===== config.mk =====
export PLATFORM = sky130hd
export DESIGN_NAME = calculation_sub
export DESIGN_NICKNAME = d
export VERILOG_FILES = /design/src/rtl/calculation_sub.sv
export SDC_FILE = /design/constraint.sdc
export NUM_CORES = 1
export LEC_CHECK = 0
export CORE_UTILIZATION = 53
export DETAILED_ROUTE_END_ITERATION = 12
export PLACE_DENSITY = 0.95
export SLEW_MARGIN = 30
export SYNTH_ARGS = -nofsm -noshare
export SYNTH_HDL_FRONTEND = slang
export SYNTH_SLANG_ARGS = --single-unit

===== constraint.sdc =====
create_clock -name sub_clk -period 11.6 [get_ports sub_clk]
set_input_delay 1.74 -clock sub_clk [delete_from_list [all_inputs] [get_ports sub_clk]]
set_output_delay 1.74 -clock sub_clk [all_outputs]
set_load 0.05 [all_outputs]

===== src/rtl/calculation_sub.sv =====
// -----------------------------------------------------------------------------
// calculation_sub
//
// Multi-cycle unsigned subtractor for the Euclidean-distance datapath. It
// produces d = a - b, the coordinate difference that feeds the squaring stage.
// The borrow ripples through CHUNK-bit slices, one slice per clock. A
// registered borrow carries between slices. A start/done handshake wraps each
// operation.
//
// Optional feature (compile-time macro CALC_SUB_ABS_EN):
//   When defined, an extra ABS cycle replaces a negative result with its
//   magnitude |a - b|. bout still reports a < b.
//   When undefined, d is always the raw modulo-2^WIDTH difference.
//
// Parameters:
//   WIDTH  operand/result width. It must be an integer multiple of CHUNK.
//   CHUNK  bits subtracted per clock. NCHUNK = WIDTH/CHUNK slices.
//
// Ports:
//   sub_clk  in   clock; every state update happens on its rising edge
//   sub_rst  in   asynchronous, active-high reset
//   start    in   operation request; sampled only while idle
//   a        in   minuend, latched when start is accepted
//   b        in   subtrahend, latched when start is accepted
//   busy     out  high in every state except IDLE
//   done     out  one-cycle pulse; d and bout are valid
//   d        out  difference (or magnitude with CALC_SUB_ABS_EN)
//   bout     out  final borrow, i.e. (a < b) unsigned
// -----------------------------------------------------------------------------
module calculation_sub #(
  parameter int WIDTH = 32,
  parameter int CHUNK = 8
) (
  input  logic             sub_clk,
  input  logic             sub_rst,
  input  logic             start,
  input  logic [WIDTH-1:0] a,
  input  logic [WIDTH-1:0] b,
  output logic             busy,
  output logic             done,
  output logic [WIDTH-1:0] d,
  output logic             bout
);

  localparam int NCHUNK = WIDTH / CHUNK;
  localparam int KW     = (NCHUNK > 1) ? $clog2(NCHUNK) : 1;
  localparam logic [KW-1:0] K_LAST = KW'(NCHUNK - 1);

`ifdef CALC_SUB_ABS_EN
  typedef enum logic [1:0] {
    S_IDLE,
    S_RUN,
    S_ABS,
    S_DONE
  } state_t;
`else
  typedef enum logic [1:0] {
    S_IDLE,
    S_RUN,
    S_DONE
  } state_t;
`endif

  // One borrow-chain slice: x - y - bin computed at CHUNK+1 bits. The top bit
  // is the borrow out, because a negative result wraps into bit CHUNK.
  function automatic logic [CHUNK:0] sub_slice(input logic [CHUNK-1:0] x,
                                                input logic [CHUNK-1:0] y,
                                                input logic             bin);
    return {1'b0, x} - {1'b0, y} - {{CHUNK{1'b0}}, bin};
  endfunction

  // Two's-complement negate. Any overflow past WIDTH bits is discarded.
  function automatic logic [WIDTH-1:0] negate(input logic [WIDTH-1:0] v);
    return ~v + WIDTH'(1);
  endfunction

  state_t           state_q, state_d;
  logic [KW-1:0]    k_q, k_d;
  logic             br_q, br_d;
  logic [WIDTH-1:0] d_q, d_d;
  logic             bout_q, bout_d;
  logic [WIDTH-1:0] a_q, a_d;
  logic [WIDTH-1:0] b_q, b_d;

  logic [CHUNK-1:0] a_sl;
  logic [CHUNK-1:0] b_sl;
  logic [CHUNK:0]   slice;

  // The current slice of the latched operands, selected by the slice counter.
  always_comb begin
    a_sl  = a_q[int'(k_q)*CHUNK +: CHUNK];
    b_sl  = b_q[int'(k_q)*CHUNK +: CHUNK];
    slice = sub_slice(a_sl, b_sl, br_q);
  end

  always_comb begin
    state_d = state_q;
    k_d     = k_q;
    br_d    = br_q;
    d_d     = d_q;
    bout_d  = bout_q;
    a_d     = a_q;
    b_d     = b_q;

    case (state_q)
      S_IDLE: begin
        if (start) begin
          a_d     = a;
          b_d     = b;
          k_d     = '0;
          br_d    = 1'b0;
          d_d     = '0;
          state_d = S_RUN;
        end
      end

      S_RUN: begin
        d_d[int'(k_q)*CHUNK +: CHUNK] = slice[CHUNK-1:0];
        br_d                          = slice[CHUNK];
        if (k_q == K_LAST) begin
          k_d    = '0;
          bout_d = slice[CHUNK];
`ifdef CALC_SUB_ABS_EN
          state_d = slice[CHUNK] ? S_ABS : S_DONE;
`else
          state_d = S_DONE;
`endif
        end else begin
          k_d = k_q + KW'(1);
        end
      end

`ifdef CALC_SUB_ABS_EN
      S_ABS: begin
        // A borrow out means the raw difference is negative. Negating it
        // turns it into the magnitude.
        d_d     = negate(d_q);
        state_d = S_DONE;
      end
`endif

      S_DONE: begin
        state_d = S_IDLE;
      end

      default: begin
        state_d = S_IDLE;
      end
    endcase
  end

  // Control state and visible results. These are reset so that a reset during
  // an operation clears busy, done, d and bout at once.
  always_ff @(posedge sub_clk or posedge sub_rst) begin
    if (sub_rst) begin
      state_q <= S_IDLE;
      k_q     <= '0;
      br_q    <= 1'b0;
      d_q     <= '0;
      bout_q  <= 1'b0;
    end else begin
      state_q <= state_d;
      k_q     <= k_d;
      br_q    <= br_d;
      d_q     <= d_d;
      bout_q  <= bout_d;
    end
  end

  // Operand copies are always reloaded before they are used, so they need no
  // reset.
  always_ff @(posedge sub_clk) begin
    a_q <= a_d;
    b_q <= b_d;
  end

  assign busy = (state_q != S_IDLE);
  assign done = (state_q == S_DONE);
  assign d    = d_q;
  assign bout = bout_q;

endmodule


==> flow_summary.toml <==
[run_status]
status = "finished, final reports clean"

[die]
die_width_um = 91.1
core_area_sq_um = 7690
io_pins = 102
die_y_um = 91.1
dieArea_sq_um = 8290
start_util_pct = 54.7
row_count = 32

[power_and_ir_drop]
p_comb_share_pct = 54.4
ir_drop_mv = 0.144
switchingPower_uw = 739
leakagePower_nw = 2.18
p_total_mw = 1.71
p_seq_share_pct = 31.5
power_density_nw_per_um2 = 307
switching_share_pct = 43.2
p_clk_share_pct = 14.0
internal-power_uw = 971

[worst_setup_path]
crit_buf_inv = 1
crit_family = "buffers and inverters"
cp_num_cells = 2
endpoint_kind = "output pin"
r2r_cells = 9
reg2reg_from = "k_q[1]$_DFFE_PP0P_"
path_class = "reg2out"
r2r_end = "br_q$_DFFE_PP0P_"
cp_cell_sequence = "nor2b_1, clkdlybuf4s50_1"
required_ns = 9.86
reg2reg_slack_ns = 8.12
crit_arrival_ns = 1.87
crit_fanout = 10
start_kind = "register"
max_stage_delay_ns = 0.80
crit_path_top_delay_cell = "clkdlybuf4s50_1"
critPathLaunch = "state_q[1]$_DFFE_PP0P_"
cp-endpoint = "done"

[min_path]
hold_class = "reg2reg"

[routing]
avgRoutedWirePerCell_um = 17.0
via_per_inst = 5.51
initialDrtViolationCount = 117
drtAntennaViolNets = 0
post-route-drc-count = 0
wl_um = 7870
first_pass_iters = 4
vias = 2558

[timing]
relSlewSlack_pct = 38.5
fin_crit_sh_pct = 31.1
skew_ns = 0.00953
min_period_ns = 3.61
hold_viol = 0
max_freq_mhz = 277
slew_viol_final = 0
tightest_slew_ns = 0.916
fin_ws_ns = 7.99
rsz0062_at_grt = "false"
setup_tns_ns = 0
setup_viol = 0

[clocking]
holdBufCountCts = 0
cts_sinks = 102
htree_num_levels = 3
postCtsSetupRepairBufs = 0
clock_latency_ns = 0.36
root_buffer = "clkbuf_8"
cts_buffers = 9
cts_buffer_depth = 2
cts_tree = "yes"
post_cts_resized = 0
path_clk_slew_ns = 0.09

[finish]
syn_to_final_growth_pct = 32.4
diodes = 0
fin_area_sq_um = 5570
fillers = 498
drive_gt1_share_pct = 10.8
nets = 443

[synth]
yosysSeqAreaShare_pct = 68.3
syn-num-nets = 334
synthArstFlopShare_pct = 37.3
synth_edf_count = 64
yosysWarnings = 0
ys_types = 29
avgSynthCellArea_sq_um = 16.9
ys.flop_type = "edfxtp_1"
synth.ff_latch_count = 102
syn_inst = 249
syn_area_sq_um = 4200

[global_route]
grt_pass1_wl_um = 13400
grt_max_degree = 67
overflow = 0
grt_use_met2_pct = 37.3
met3_usage_pct = 4.77
grtUsageMet1_pct = 26.2
grt_pass1_vias = 2705
antenna_found_initial = 0
grt_use_total_pct = 21.4
busiest_layer = "met2"

[placement]
gp_congestion = 0.799
dp_hpwl_um = 5920
place_ws_ns = 8.05
portBuffers = 101
placed_area_sq_um = 5350

[flow_run]
cap_violations = 0
-- power groups by stage --
stage	Clock, mW	Combinational [mW]	Sequential [mW]
after floorplan	0	0.549	0.662
after global placement	0	0.889	0.541
after detailed placement	0	0.932	0.548
after CTS	0.243	0.938	0.541
after global routing	0.256	1.02	0.551
final	0.240	0.931	0.539
-- logic make-up after synthesis --
logic type | Yosys count | share of synthesized area (%)
fa+ha+maj | 18 | 5.71
mux | 16 | 8.57
simple gates | 22 | 2.98
flops | 102 | 68.3
compound gates | 54 | 10.3
xor+xnor | 7 | 1.46
buf+inv | 30 | 2.68
-- through the flow --
| stage | utilization, % | instances | hold WS, ns |
|---|---|---|---|
| floorplan | - | 249 | 0.514 |
| global placement | 69.6 | 449 | 0.488 |
| detailed placement | 69.6 | 449 | 0.494 |
| CTS | 72.4 | 464 | 0.515 |
| global route | 72.4 | 464 | 0.539 |
| finish | 72.4 | 464 | 0.509 |
-- final cells by class --
type	count	area [sq um]	area share, %
Clock buffer	9	124	2.22
Clock inverter	6	93.8	1.69
Inverter	24	90.1	1.62
Multi-Input combinational cell	117	1230	22.0
Sequential cell	102	2870	51.6
Tap cell	102	128	2.29
Timing Repair Buffer	104	1030	18.6
-- metal layers --
| metal | routed length, um | vias up |
|---|---|---|
| li1 | - | 1171 |
| met1 | 3200 | 1271 |
| met2 | 4060 | 98 |
| met3 | 448 | 18 |
| met4 | 155 | 0 |
| met5 | 0 | - |
-- state kept, by name, summed over array words and instances, names as in the netlist --
signal   flops
b_q         32
br_q         1
a_q         32
bout         1
state_q      2
k_q          2
d           32
-- synth_stat cells (all sizes together), types with 3 or more instances --
| master | count | area (sq um) |
|---|---|---|
| nand2 | 10 | 37.5 |
| buf | 3 | 11.3 |
| a21oi | 3 | 15.0 |
| nand2b | 4 | 25.0 |
| o21ai | 3 | 15.0 |
| a22o | 32 | 280 |
| clkbuf | 3 | 11.3 |
| xor2 | 4 | 35.0 |
| mux4 | 16 | 360 |
| dfrtp | 38 | 951 |
| a21o | 5 | 37.5 |
| ha | 16 | 200 |
| o21bai | 3 | 22.5 |
| xnor2 | 3 | 26.3 |
| edfxtp | 64 | 1920 |
| inv | 24 | 90.1 |
-- worst min path at each step --
stage,from,end,slack (ns),depth (start not counted)
final,d[25]$_DFFE_PP0P_,d[25]$_DFFE_PP0P_,0.51,1
after global routing,d[1]$_DFFE_PP0P_,d[1]$_DFFE_PP0P_,0.54,1
after CTS,d[25]$_DFFE_PP0P_,d[25]$_DFFE_PP0P_,0.51,1
after detailed placement,d[25]$_DFFE_PP0P_,d[25]$_DFFE_PP0P_,0.49,1
after global placement,d[4]$_DFFE_PP0P_,d[4]$_DFFE_PP0P_,0.49,1
after floorplan,br_q$_DFFE_PP0P_,br_q$_DFFE_PP0P_,0.51,2
-- cell usage in the layout (no fill, tap or decap), types with 4 or more instances in the layout --
cell | netlist | layout
nand2b_1 | 4 | 4
mux4_2 | 16 | 16
ha_1 | 16 | 16
dfrtp_1 | 38 | 38
inv_1 | 24 | 24
nand2_1 | 10 | 10
clkdlybuf4s50_1 | 0 | 101
a22o_1 | 32 | 32
edfxtp_1 | 64 | 64
xor2_1 | 4 | 4
a21o_1 | 5 | 5
clkbuf_8 | 0 | 9
Power figures use the tool's default switching activity.
